==> src/rtl/enc_pkg.sv <==
`default_nettype none
// ============================================================================
// Module      : enc_pkg
// Description : Shared widths and types for the 8-to-3 priority encoder.
// Revision    : 1.0 - initial release
// ============================================================================
package enc_pkg;

    localparam int N_IN  = 8;
    localparam int IDX_W = 3;

    typedef logic [N_IN-1:0]  req_t;
    typedef logic [IDX_W-1:0] idx_t;

    localparam idx_t C_IDX_RST = '0;
    localparam logic C_VLD_RST = 1'b0;

endpackage
`default_nettype wire

==> src/rtl/priority_encoder_8x3_if.sv <==
`default_nettype none
// ============================================================================
// Module      : priority_encoder_8x3_if
// Description : Request vector in, encoded index and valid flag out.
// Revision    : 1.0 - initial release
// ============================================================================
interface priority_encoder_8x3_if;
    import enc_pkg::*;

    req_t a;
    idx_t b;
    logic v;

    modport master (output a, input b, input v);
    modport slave  (input a, output b, output v);

endinterface
`default_nettype wire

==> src/rtl/prio_enc_core.sv <==
`default_nettype none
// ============================================================================
// Module      : prio_enc_core
// Description : Combinational MSB-wins priority encode of an 8-bit request.
// Revision    : 1.0 - initial release
// ============================================================================
module prio_enc_core
    import enc_pkg::*;
(
    input  var req_t a,
    output idx_t     b_nxt,
    output logic     v_nxt
);

    // Anything not matching a one-bit-led pattern (all-zero, X) encodes to 0/0.
    always_comb begin
        b_nxt = C_IDX_RST;
        v_nxt = C_VLD_RST;
        casez (a)
            8'b1???????: begin b_nxt = 3'd7; v_nxt = 1'b1; end
            8'b01??????: begin b_nxt = 3'd6; v_nxt = 1'b1; end
            8'b001?????: begin b_nxt = 3'd5; v_nxt = 1'b1; end
            8'b0001????: begin b_nxt = 3'd4; v_nxt = 1'b1; end
            8'b00001???: begin b_nxt = 3'd3; v_nxt = 1'b1; end
            8'b000001??: begin b_nxt = 3'd2; v_nxt = 1'b1; end
            8'b0000001?: begin b_nxt = 3'd1; v_nxt = 1'b1; end
            8'b00000001: begin b_nxt = 3'd0; v_nxt = 1'b1; end
            default: begin
                b_nxt = C_IDX_RST;
                v_nxt = C_VLD_RST;
            end
        endcase
    end

endmodule
`default_nettype wire

==> src/rtl/priority_encoder_8x3.sv <==
`default_nettype none
// ============================================================================
// Module      : priority_encoder_8x3
// Description : 8-input priority encoder, registered or combinational output.
// Revision    : 1.0 - initial release
// ============================================================================
module priority_encoder_8x3
    import enc_pkg::*;
#(
    parameter bit REG_OUT = 1'b1
) (
    input  wire                   clk,
    input  wire                   rst,
    priority_encoder_8x3_if.slave enc
);

    idx_t w_b_nxt;
    logic w_v_nxt;

    prio_enc_core u_core (
        .a     (enc.a),
        .b_nxt (w_b_nxt),
        .v_nxt (w_v_nxt)
    );

    generate
        if (REG_OUT) begin : g_reg
            idx_t r_b;
            logic r_v;

            always_ff @(posedge clk) begin
                if (rst) begin
                    r_b <= C_IDX_RST;
                    r_v <= C_VLD_RST;
                end else begin
                    r_b <= w_b_nxt;
                    r_v <= w_v_nxt;
                end
            end

            assign enc.b = r_b;
            assign enc.v = r_v;
        end else begin : g_bypass
            // Clock and reset have no effect in the bypass build.
            logic w_unused_clk_rst;
            assign w_unused_clk_rst = clk & rst;

            assign enc.b = w_b_nxt;
            assign enc.v = w_v_nxt;
        end
    endgenerate

endmodule
`default_nettype wire

==> src/flat_wrapper.sv <==
// flat-port wrapper written by rule: the top's interface ports become plain ports
module priority_encoder_8x3_flat import enc_pkg::*;
#(
    parameter bit REG_OUT = 1'b1
)
  (clk, rst, enc_a, enc_b, enc_v);
  priority_encoder_8x3_if enc_i ();
  input  wire clk;
  input  wire rst;
  input wire logic [$bits(enc_i.a)-1:0] enc_a;
  output wire logic [$bits(enc_i.b)-1:0] enc_b;
  output wire logic [$bits(enc_i.v)-1:0] enc_v;
  assign enc_i.a = enc_a;
  assign enc_b = enc_i.b;
  assign enc_v = enc_i.v;
  priority_encoder_8x3 #(.REG_OUT(REG_OUT)) u_core (.clk(clk), .rst(rst), .enc(enc_i));
endmodule
==> config.mk <==
export PLATFORM = sky130hd
export DESIGN_NAME = priority_encoder_8x3_flat
export DESIGN_NICKNAME = d
export VERILOG_FILES = /design/src/rtl/enc_pkg.sv /design/src/rtl/priority_encoder_8x3_if.sv /design/src/rtl/prio_enc_core.sv /design/src/rtl/priority_encoder_8x3.sv /design/src/flat_wrapper.sv
export SDC_FILE = /design/constraint.sdc
export NUM_CORES = 1
export LEC_CHECK = 0
export BUFFER_PORTS_ARGS = -buffer_cell sky130_fd_sc_hd__buf_2
export CORE_AREA = 2 2 39 41
export CTS_CLUSTER_SIZE = 40
export DETAILED_ROUTE_END_ITERATION = 6
export DIE_AREA = 0 0 41 43
export GPL_ROUTABILITY_DRIVEN = 1
export SLEW_MARGIN = 20
export SYNTH_ARGS = -nofsm -noshare
export SYNTH_HDL_FRONTEND = slang
export SYNTH_HIERARCHICAL = 1
export SYNTH_SLANG_ARGS = --single-unit
export TNS_END_PERCENT = 1
==> constraint.sdc <==
create_clock -name clk -period 0.8 [get_ports clk]
set_input_delay 0 -clock clk [delete_from_list [all_inputs] [get_ports clk]]
set_output_delay 0 -clock clk [all_outputs]
set_load 0.01 [all_outputs]
==> summary.md <==
| Metric | Value |
|---|---|
| Outcome | `complete, no violations` |
| Largest family of logic cells by synthesized area | `simple AND/OR/NAND/NOR gates` |
| Num CTS Buffers | `3` |
| Hold Path Class | `input port to flop` |
| CTS tree | `done` |
| H-tree depth | `1` |
| Vias in the first global route | `166` |
| Worst VDD drop | `337.6 µV` |
| Routed vias/inst | `3.434` |
| Final Max Slew Viols | `0` |
| ANT cells | `0` |
| Clock power share | `45.0%` |
| Storage cell area | `between 80 and 90 µm²` |
| Vias | `between 150 and 200` |
| Finished Cell Area | `289.0 µm²` |
| Yosys reg bits | `4` |
| Filler cells | `156` |
| Core Area | `1384 µm²` |
| Critical path buffers and inverters | `1` |
| Avg Cell Area, Syn | `8.571 µm²` |
| Row cnt | `14` |
| Setup TNS | `0 ns` |
| I/O pin total | `14` |
| Slowest CP cell | `dfxtp_1` |
| Buffers on Ports | `13` |
| Fmax | `1.560 GHz` |
| Dpl cells | `just under 50` |
| Commonest non-fill, non-tap cells in the layout | `buf_2 (13), nor2b_1 (4), dfxtp_1 (4), nor2_1 (4), clkbuf_4 (3)` |
| RSZ-0062 raised after global routing | `no` |
| Iteration-0 DRC Markers | `0` |
| Syn Nets | `30` |
| WP data required | `0.80 ns` |
| Maximum clock path buffer count | `2` |
| Cell area after synthesis | `171.4 µm²` |
| Post-DP Area | `roughly 260 µm²` |
| P per Cell Area | `between 1500 and 2000 nW/µm²` |
| Clk root buf | `clkbuf_4` |
| Sw frac | `between 20% and 30%` |
| Period utilization | `80.12%` |
| Most common library cell in the layout ignoring fill and taps | `buf_2` |
| Share of the synthesized area in the top cell type | `46.72%` |
| Post-route ant nets | `0` |
| Combinational share of power | `about 15%` |
| First drt pass iteration count | `1` |
| Die Y-Extent | `~43 µm` |
| Worst Path Arrival | `about 0.64 ns` |
| Fraction of layout cells with a size suffix above 1 | `48.65%` |
| Final Wtd Congestion | `0.5837` |
| Area leader, netlist | `dfxtp_1` |
| Die W | `41 µm` |
| Mux contribution to synthesized area | `0%` |
| Worst path top cell family by delay | `flip-flops` |
| Setup CP Type | `flop to output pin` |
| Post-Synth XOR/XNOR Area | `0%` |
| First-pass GRT wire length | `565 µm` |
| Fin cells | `53` |
| Max_cap viols | `0` |
| Sw power | `~0.12 mW` |
| Final hold slack | `between 0.09 and 0.1 ns` |
| Worst setup SP type | `flop` |
| Worst-path clk slew | `0.04 ns` |
| Largest cells by area after synthesis | `dfxtp_1 (47%), nor2b_1 (15%), nor2_1 (8.8%)` |
| Final wirelength | `363 µm` |
| Post-CTS Setup Inserts | `0` |
| Fin. Hold Viols | `0` |
| YS warnings | `6` |
| Initial core utilization | `12.39%` |
| Per-cell routed wire length | `6.849 µm` |
| DIE AREA | `approximately 1800 µm²` |
| # clock sinks | `4` |
| Initial antenna violation count | `0` |
| Crit-path max FO | `1` |
| Compound-Gate Fraction of Synth Area | `19.71%` |
| Syn Inst Count | `20` |
| DRC | `0` |
| Post-Synth Adder-Cell Area | `0%` |
| Synth Area in Simple Gates | `29.20%` |
| Pleak | `0.1350 nW` |
| WHS Path Cells | `4` |
| Flop pwr share | `39.8%` |
| Minimum clock period | `0.6409 ns` |
| Critical Path, Cell by Cell | `buf_2` |
| CP max stage delay | `0.28 ns` |
| Area growth syn-to-layout | `68.61%` |
| Netlist cell types | `11` |
| Internal power | `0.4232 mW` |
| Worst Hold Path EP | `u_core/enc.b[0]` |
| Min-delay src | `enc_a[7]` |
| Global Route Usage Sum | `5.216%` |
| Actual slew at the worst max-slew pin | `0.1737 ns` |
| Setup crit end kind | `output pin` |
| Grt ovf | `0` |
| Endpoints failing setup | `0` |
| Seq/Total Area, Yosys | `46.72%` |
| Nets | `49` |
| Largest net degree at the start of global routing | `5` |
| Multi-input gate area | `83.83 µm²` |
| Slew margin rel. | `88.32%` |
-- cell families after synthesis --
kind of cell           after synthesis
flip-flops                           4
AND/OR/NAND/NOR                     10
buffers and inverters                2
AO/OA/AOI/OAI                        4
-- power by group through the flow --
stage	registers [mW]	logic, mW	clock network [mW]
floorplan	0.227	0.0256	0
global placement	0.219	0.0783	0
detailed placement	0.219	0.0798	0
CTS	0.216	0.0839	0.261
global route	0.217	0.0943	0.263
finish	0.216	0.0824	0.244
-- worst max path at each step --
stage          slack (ns)             from               to  cells past startpoint
6_report             0.16  u_core/enc.b[2]         enc_b[2]                      1
4_1_cts              0.14  u_core/enc.b[2]         enc_b[2]                      1
2_1_floorplan        0.34         enc_a[2]  u_core/enc.b[0]                      4
3_5_place_dp         0.16         enc_a[7]     u_core/enc.v                      4
5_1_grt              0.13  u_core/enc.b[2]         enc_b[2]                      1
3_3_place_gp         0.16         enc_a[7]     u_core/enc.v                      4
-- metal layers --
metal	global-route usage, %	wire length, µm	vias to the layer above
met5	0	0	-
met1	5.769	157	69
met4	8.000	0	0
met3	1.571	65	0
li1	-	-	100
met2	5.938	140	13
-- registers in the layout, summed over array words and instances, names as in the netlist --
signal / count
u_core/enc.v: 1
u_core/enc.b: 3
-- cell type report --
class                   instances  area share, %
flip-flops and latches          4          27.71
well taps                      16          6.926
multi-input cells              14          29.00
inverters                       2          2.597
repair buffers                 14          25.97
clock buffers                   3          7.792
-- synthesized netlist by cell type --
cell type and count:
a21oi_1 1, a21oi_2 1, clkinv_1 1, dfxtp_1 4
inv_1 1, nand2_1 1, nand4_1 1, nor2_1 4
nor2b_1 4, o31ai_1 1, o31ai_2 1
-- per-stage QoR --
step / setup slack [ns] / util [%] / total power, mW
floorplan: 0.3358 / - / 0.2529
global placement: 0.1646 / 18.54 / 0.2974
detailed placement: 0.1627 / 18.54 / 0.2989
CTS: 0.1434 / 20.89 / 0.5609
global route: 0.1262 / 20.89 / 0.5741
finish: 0.1591 / 20.89 / 0.5426
-- what timing repair did --
action,in CTS,in global routing
gates resized for setup,0,0
hold buffers,1,0
hold endpoints to repair,4,0
No activity file was read; power rests on OpenSTA's default activity.
